$ cat src/rtl/mips_fetch_unit.sv
// MIPS fetch stage: owns the PC, registers RAM words into the IR, and implements the branch delay slot.
// Latency: 1 edge from address to IR; stall holds PC and IR; clk_enable=0 freezes everything except reset.
module mips_fetch_unit #(
  parameter logic [31:0] RESET_VECTOR = 32'hBFC00000,
  parameter logic [31:0] HALT_ADDR    = 32'h00000000
) (
  input  logic        clk,
  input  logic        reset,
  input  logic        clk_enable,
  input  logic        stall,
  output logic [31:0] instr_address,
  input  logic [31:0] instr_readdata,
  input  logic        redirect,
  input  logic [31:0] redirect_target,
  output logic [31:0] instr_out,
  output logic [31:0] pc_out,
  output logic        instr_valid,
  output logic        active,
  output logic        fault
);

  typedef enum logic [1:0] {
    S_RUN    = 2'd0,
    S_HALTED = 2'd1,
    S_FAULT  = 2'd2
  } state_t;

  state_t      state_q, state_d;
  logic [31:0] pc_q, pc_d;
  logic [31:0] ir_q, ir_d;
  logic [31:0] ir_pc_q, ir_pc_d;
  logic        valid_q, valid_d;
  logic        active_q, active_d;
  logic        fault_q, fault_d;

  logic        redirect_eff;
  logic        target_aligned;

  // A redirect belongs to the instruction in the IR, so it only counts once that IR is real and moving.
  assign redirect_eff   = redirect & valid_q & ~stall;
  assign target_aligned = (redirect_target[1:0] == 2'b00);

  always_comb begin
    state_d  = state_q;
    pc_d     = pc_q;
    ir_d     = ir_q;
    ir_pc_d  = ir_pc_q;
    valid_d  = valid_q;
    active_d = active_q;
    fault_d  = fault_q;

    case (state_q)
      S_RUN: begin
        if (!stall) begin
          if (pc_q == HALT_ADDR) begin
            valid_d  = 1'b0;
            active_d = 1'b0;
            state_d  = S_HALTED;
          end else begin
            // The word fetched alongside a redirect is the delay slot and is always issued.
            ir_d    = instr_readdata;
            ir_pc_d = pc_q;
            valid_d = 1'b1;
            if (redirect_eff) begin
              if (target_aligned) begin
                pc_d = redirect_target;
              end else begin
                state_d  = S_FAULT;
                fault_d  = 1'b1;
                active_d = 1'b0;
              end
            end else begin
              pc_d = pc_q + 32'd4;
            end
          end
        end
      end
      default: begin
        valid_d = 1'b0;
      end
    endcase
  end

  always_ff @(posedge clk) begin
    if (reset) begin
      state_q  <= S_RUN;
      pc_q     <= RESET_VECTOR;
      ir_q     <= 32'd0;
      ir_pc_q  <= 32'd0;
      valid_q  <= 1'b0;
      active_q <= 1'b1;
      fault_q  <= 1'b0;
    end else if (clk_enable) begin
      state_q  <= state_d;
      pc_q     <= pc_d;
      ir_q     <= ir_d;
      ir_pc_q  <= ir_pc_d;
      valid_q  <= valid_d;
      active_q <= active_d;
      fault_q  <= fault_d;
    end
  end

  assign instr_address = pc_q;
  assign instr_out     = ir_q;
  assign pc_out        = ir_pc_q;
  assign instr_valid   = valid_q;
  assign active        = active_q;
  assign fault         = fault_q;

endmodule

$ cat config.mk
export PLATFORM = sky130hd
export DESIGN_NAME = mips_fetch_unit
export DESIGN_NICKNAME = d
export VERILOG_FILES = /design/src/rtl/mips_fetch_unit.sv
export SDC_FILE = /design/constraint.sdc
export NUM_CORES = 1
export LEC_CHECK = 0
export BUFFER_PORTS_ARGS = -buffer_cell sky130_fd_sc_hd__buf_4
export CORE_AREA = 5 5 108 110
export DETAILED_ROUTE_END_ITERATION = 10
export DIE_AREA = 0 0 113 115
export GPL_TIMING_DRIVEN = 0
export PLACE_DENSITY_LB_ADDON = 0.08
export SKIP_LAST_GASP = 1
export SYNTH_ARGS = -nofsm -noshare
export SYNTH_HDL_FRONTEND = slang
export SYNTH_SLANG_ARGS = --single-unit
$ cat constraint.sdc
create_clock -name clk -period 2.3 [get_ports clk]
set_input_delay 0.46 -clock clk [delete_from_list [all_inputs] [get_ports clk]]
set_output_delay 0.46 -clock clk [all_outputs]
set_load 0.03 [all_outputs]
==> impl_metrics.json, run 1 <==
{
  "detail_route.wl_per_cell_um": 17.4,
  "synth_area_um2": 4640,
  "worst-endpoint-required_ns": 2.57,
  "timing.slew.headroom_pct": 56.2,
  "synth_flop_cell": "dfxtp_1",
  "synth-edff-count": 0,
  "finalCritPeriodShare_pct": 95.2,
  "cp-end-kind": "flip-flop",
  "clk_path_buf_depth": 2,
  "path_max_fanout": 9,
  "slew_viol_final": 0,
  "ios": 168,
  "fmax_mhz": 457,
  "drc": 0,
  "antenna_left": 0,
  "core_area_um2": 10600,
  "finalHoldViolations": 0,
  "holdPathStages": 3,
  "run_status": "finished clean",
  "synth-seq-area-share_pct": 43.6,
  "place_congestion": 0.907,
  "crit_path_start_kind": "flip-flop",
  "cts_setup_buffers": 0,
  "netlist_instances": 603,
  "clockRootBuffer": "clkbuf_8",
  "hpwlAfterDp_mm": 11.7,
  "maxCapViolations": 0,
  "setup_violations": 0,
  "dp.cells": 910,
  "syn_avg_cell_area_um2": 7.69,
  "grt_first_pass_wirelength_mm": 24.9,
  "rows": 38,
  "worstPathArrival_ns": 2.46,
  "vias": 5137,
  "fin_util_pct": 59.1,
  "clock_sinks": 101,
  "worstSetupPathType": "reg2reg",
  "drive_above_1_share_pct": 28.3,
  "ctsHoldBuffers": 0,
  "reg2reg_to": "instr_address[31]$_SDFFE_PP1P_",
  "fin_nets": 851,
  "dieArea_um2": 13000,
  "grt_usage_pct": 23.7,
  "die_w_um": 113,
  "htree_levels": 3,
  "clock_latency_ns": 0.37,
  "fillers": 992,
  "overflow": 0,
  "cts_inserted_buffers": 9,
  "cts_tree": "built",
  "grt_max_degree": 16,
  "viasPerCell": 5.55,
  "drt_iter0_markers": 531,
  "r2r_slack_ns": 0.11,
  "first_pass_iters": 7,
  "min_period_ns": 2.19,
  "place_area_um2": 6070,
  "ys_seq_elements": 101,
  "diodes": 0,
  "final_area_um2": 6270,
  "irDropWorstVdd_v": 0.000290,
  "ys_warn_count": 0,
  "fin_cells": 925,
  "r2r_cells": 6,
  "holdPathEnd": "instr_out[16]$_SDFFE_PP0P_",
  "drt_wl_total_mm": 16.1,
  "rsz0062_at_grt": "false",
  "portBuffers": 167,
  "r2r_start": "instr_address[6]$_SDFFE_PP0P_",
  "skew_ns": 0.0143,
  "worstHoldStart": "instr_readdata[16]",
  "p_leak_nw": 2.49,
  "synthArstFlopShare_pct": 0,
  "worstMarginPinSlew_ns": 0.657,
  "synth_cell_type_count": 44,
  "initial_core_util_pct": 43.7,
  "clk_pin_slew_ns": 0.11,
  "power_density_nw_per_um2": 549,
  "synth_nets": 674,
  "grt_pass1_vias": 4796,
  "hold_path.class": "in2reg",
  "area_growth_pct": 35.1,
  "antenna_found_initial": 0,
  "fp.dieH_um": 115
}
==> how the worst max path moves through the flow <==
stage                                           to  depth (start not counted)                     startpoint
finish              instr_address[31]$_SDFFE_PP1P_                          6  instr_address[6]$_SDFFE_PP0P_
global route        instr_address[18]$_SDFFE_PP0P_                          7  instr_address[3]$_SDFFE_PP0P_
CTS                        pc_out[14]$_SDFFE_PP0P_                          9  instr_address[4]$_SDFFE_PP0P_
detailed placement  instr_address[15]$_SDFFE_PP0P_                          9  instr_address[2]$_SDFFE_PP0P_
global placement    instr_address[14]$_SDFFE_PP0P_                          9  instr_address[2]$_SDFFE_PP0P_
floorplan           instr_address[24]$_SDFFE_PP1P_                          8  instr_address[3]$_SDFFE_PP0P_
==> where the power goes <==
part | internal, mW | switching (mW) | total [mW]
clock | 0.461 | 0.634 | 1.09
combinational | 0.213 | 0.305 | 0.518
sequential | 1.80 | 0.0347 | 1.83
==> cells in the final DEF, fill, tap and decap left out, drive strengths merged, types with 2 or more instances in the layout <==
cell type	n
o32a	7
nor4	7
nand3	20
a21o	2
a211oi	3
dfxtp	101
or3	2
a31oi	16
o21ai	12
and4	7
a41oi	5
clkbuf	39
a21oi	98
ha	2
o31ai	21
buf	198
and3	2
nor4b	2
nor3	14
nand4	12
o41ai	4
and2	5
inv	7
or2	2
o21a	2
nand2	160
nor2	22
==> repair_timing <==
action	4_1_cts	5_1_grt
pin swaps	0	1
endpoints found under the setup margin	5	93
hold endpoints to repair	0	0
resized for setup	3	5
==> routing by layer <==
metal / part of all wire (%) / vias up / wire length (um) / track usage, %
met5: 0 / - / 0 / 0
met4: 1.8 / 0 / 295 / 8.65
met3: 8.9 / 29 / 1430 / 4.26
met2: 46 / 241 / 7430 / 37.7
met1: 43 / 2380 / 6920 / 32.3
li1: - / 2487 / - / -
==> synth_stat cells, types with 2 or more instances <==
cell / instances / area share, %
a211oi_1: 3 / 0.49
a21o_1: 2 / 0.32
a21oi_1: 98 / 11
a31oi_1: 16 / 2.2
a41oi_1: 5 / 0.94
and2_1: 5 / 0.67
and3_1: 2 / 0.27
and4_1: 7 / 1.3
buf_1: 2 / 0.16
buf_2: 17 / 1.8
buf_6: 12 / 2.9
clkbuf_1: 25 / 2.0
dfxtp_1: 101 / 44
ha_1: 2 / 0.54
inv_1: 6 / 0.49
nand2_1: 160 / 13
nand3_1: 20 / 2.2
nand4_1: 12 / 1.6
nor2_1: 22 / 1.8
nor3_1: 14 / 1.5
nor4_1: 7 / 0.94
o21a_1: 2 / 0.32
o21ai_0: 11 / 1.2
o31ai_1: 21 / 3.4
o32a_1: 7 / 1.5
o41ai_1: 4 / 0.76
or2_2: 2 / 0.27
or3_1: 2 / 0.27
==> critical path, stage by stage (launching register included) <==
cell     delay (ns)
dfxtp_1        0.54
and4_1         0.25
buf_4          0.15
nand4_1        0.31
nor2_2         0.34
a41oi_1        0.16
a221o_1        0.34
==> area by class of cell <==
cell class | instances | area (um2) | share of cell area (%)
multi-input combinational | 439 | 2290 | 36.5
sequential | 101 | 2020 | 32.3
timing repair buffer | 167 | 1250 | 20.0
buffer | 56 | 328 | 5.23
tap | 140 | 175 | 2.79
clock buffer | 14 | 163 | 2.59
inverter | 6 | 22.5 | 0.359
clock inverter | 2 | 16.3 | 0.259
==> stage by stage <==
stage                     power, mW  setup TNS, ns  setup WS (ns)  hold WS [ns]
after floorplan                2.14              0          0.196         0.450
final                          3.44              0          0.110         0.333
after global placement         2.38       -0.00195       -0.00167         0.440
after CTS                      3.45              0         0.0832         0.319
after detailed placement       2.38        -0.0510        -0.0189         0.439
after global routing           3.57              0       0.000239         0.329
==> logic make-up (layout without fill, tap and decap cells) <==
kind of cell / count (synthesis) / count (layout) / share of synthesized area, %
simple gates: 260 / 260 / 25.1
compound gates: 177 / 177 / 23.2
flops: 101 / 101 / 43.6
buf+inv: 63 / 245 / 7.58
fa+ha+maj: 2 / 2 / 0.539
==> sequential cells by signal (all words and copies together) (netlist names) <==
register and flops:
instr_address 32, fault 1, instr_valid 1, state_q 2, instr_out 32, pc_out 32
active 1
No activity file was read; power rests on OpenSTA's default activity.
==> inputs of run 2 (changes only) <==
--- a/config.mk
+++ b/config.mk
@@ -10,7 +10,7 @@
 export DETAILED_ROUTE_END_ITERATION = 10
 export DIE_AREA = 0 0 113 115
 export GPL_TIMING_DRIVEN = 0
-export PLACE_DENSITY_LB_ADDON = 0.08
+export PLACE_DENSITY = 0.81
 export SKIP_LAST_GASP = 1
 export SYNTH_ARGS = -nofsm -noshare
 export SYNTH_HDL_FRONTEND = slang
==> run 2 against run 1 <==
Compared with the run above:
- total power fell by 2.1%
- register-to-register slack got worse by 0.07 ns
- clock-buffer cell count fell by 2
- critical path depth rose by 3
- clock skew fell by 0.0070 ns
- global-route usage rose by 0.51 points
- final cell count rose by 0.32%
==> impl_metrics.json, run 2 (synthesized netlist as in run 1, its figures left out) <==
{
  "cts_inserted_buffers": 9,
  "cts_tree": "built",
  "initial_core_util_pct": 43.7,
  "first_pass_iters": 5,
  "top_layer": "met5",
  "internal-power_mw": 2.41,
  "clkPwrFrac_pct": 29.9,
  "antenna_found_initial": 1,
  "fmax_mhz": 442,
  "timing.slew.headroom_pct": 55.3,
  "detail_route.wl_per_cell_um": 18.0,
  "r2r_start": "instr_address[2]$_SDFFE_PP0P_",
  "diodes": 0,
  "place_congestion": 0.905,
  "crit_path_start_kind": "flip-flop",
  "die_w_um": 113,
  "p_leak_nw": 2.51,
  "area_growth_pct": 35.7,
  "core_area_um2": 10600,
  "worstHoldStart": "instr_readdata[6]",
  "fp.dieH_um": 115,
  "clock_sinks": 101,
  "maxCapViolations": 0,
  "irDropWorstVdd_v": 0.000275,
  "ios": 168,
  "vias": 5270,
  "final_cell_mix": "buf_4, nand2_1, dfxtp_1",
  "grt_usage_pct": 24.2,
  "htree_levels": 3,
  "final_common_cell": "buf_4",
  "met3_wirelength_mm": 1.63,
  "p_switching_mw": 0.963,
  "wl_met1_mm": 6.76,
  "hpwlAfterDp_mm": 12.2,
  "grt_pass1_vias": 4858,
  "setup_violations": 0,
  "drt_wl_total_mm": 16.7,
  "hold_path.class": "in2reg",
  "fin_setup_tns_ns": 0,
  "clock_latency_ns": 0.37,
  "worstSetupPathType": "reg2reg",
  "path_max_fanout": 10,
  "drt_iter0_markers": 442,
  "r2r_cells": 9,
  "grt_max_degree": 16,
  "clockRootBuffer": "clkbuf_8",
  "overflow": 0,
  "antenna_left": 0,
  "clk_pin_slew_ns": 0.09,
  "finalHoldViolations": 0,
  "rows": 38,
  "worst-endpoint-required_ns": 2.60,
  "holdPathStages": 3,
  "drc": 0,
  "worstPathArrival_ns": 2.56,
  "wl_met2_mm": 7.84,
  "switching_share_pct": 28.6,
  "holdPathEnd": "instr_out[6]$_SDFFE_PP0P_",
  "portBuffers": 167,
  "slew_viol_final": 0,
  "viasPerCell": 5.68,
  "run_status": "finished clean",
  "clk_path_buf_depth": 2,
  "worstMarginPinSlew_ns": 0.666,
  "fin_nets": 854,
  "drive_above_1_share_pct": 29.1,
  "skew_ns": 0.00728,
  "seqPwrFrac_pct": 54.3,
  "reg2reg_to": "instr_out[25]$_SDFFE_PP0P_",
  "cp-end-kind": "flip-flop",
  "grt_first_pass_wirelength_mm": 25.1,
  "p_comb_share_pct": 15.8,
  "crit_start": "instr_address[2]$_SDFFE_PP0P_",
  "r2r_slack_ns": 0.04,
  "min_period_ns": 2.26,
  "dieArea_um2": 13000,
  "fin_hold_ws_ns": 0.330,
  "power_density_nw_per_um2": 535,
  "finalCritPeriodShare_pct": 98.4
}
## run 2: changes by cell type in the layout (fill, tap and decap cells not counted), sizes merged
cell | previous run | this run
clkinvlp | 1 | 0
clkbuf | 39 | 37
clkinv | 0 | 3
buf | 198 | 201
## run 2: per-stage QoR
| step | utilization (%) | instances | total power [mW] | area (um2) | setup WS (ns) |
|---|---|---|---|---|---|
| 6_report | 59.4 | 928 | 3.37 | 6290 | 0.0372 |
| 5_1_grt | 59.4 | 928 | 3.48 | 6290 | -0.0305 |
| 4_1_cts | 58.7 | 925 | 3.37 | 6220 | 0.00504 |
| 3_5_place_dp | 57.2 | 910 | 2.39 | 6070 | -0.0648 |
| 3_3_place_gp | 57.2 | 910 | 2.38 | 6070 | 0.00985 |
| 2_1_floorplan | - | 603 | 2.14 | 4640 | 0.196 |
## run 2: routing by layer
metal / vias to the layer above / global-route usage (%)
met5: - / 0
met4: 2 / 10.7
met3: 43 / 4.37
met2: 306 / 39.8
met1: 2435 / 31.3
li1: 2484 / -
## run 2: power groups by stage
stage / Sequential [mW] / Clock, mW / Combinational (mW)
after global placement: 1.87 / 0 / 0.509
after floorplan: 1.96 / 0 / 0.187
after global routing: 1.84 / 1.08 / 0.564
after CTS: 1.83 / 1.02 / 0.519
after detailed placement: 1.87 / 0 / 0.518
final: 1.83 / 1.01 / 0.531
## run 2: cell type report
cell class / count / area (um2)
timing repair buffer: 170 / 1270
clock buffer: 12 / 135
tap: 140 / 175
inverter: 6 / 22.5
buffer: 56 / 329
multi-input combinational: 439 / 2310
fill: 984 / 4310
clock inverter: 4 / 23.8
sequential: 101 / 2020
## run 2: worst max-delay path by stage
stage	slack (ns)	to
global placement	0.01	instr_address[31]$_SDFFE_PP1P_
finish	0.04	instr_out[25]$_SDFFE_PP0P_
detailed placement	-0.06	instr_address[12]$_SDFFE_PP0P_
floorplan	0.20	instr_address[24]$_SDFFE_PP1P_
global route	-0.03	instr_out[25]$_SDFFE_PP0P_
CTS	0.005	instr_address[31]$_SDFFE_PP1P_
## run 2: timing repair
item | in CTS | in global routing
resized for setup | 2 | 12
cloned | 0 | 1
buffers inserted | 0 | 2
setup endpoints to repair | 11 | 86
pin swaps | 0 | 2
hold buffers | 0 | 0
## run 2: critical path: stages, from the launching register on
cell	delay, ns
dfxtp_2	0.38
inv_1	0.09
ha_1	0.21
nor4b_2	0.25
nand4_1	0.26
o21ai_4	0.30
buf_2	0.31
buf_6	0.18
nand2_1	0.06
a21oi_1	0.15
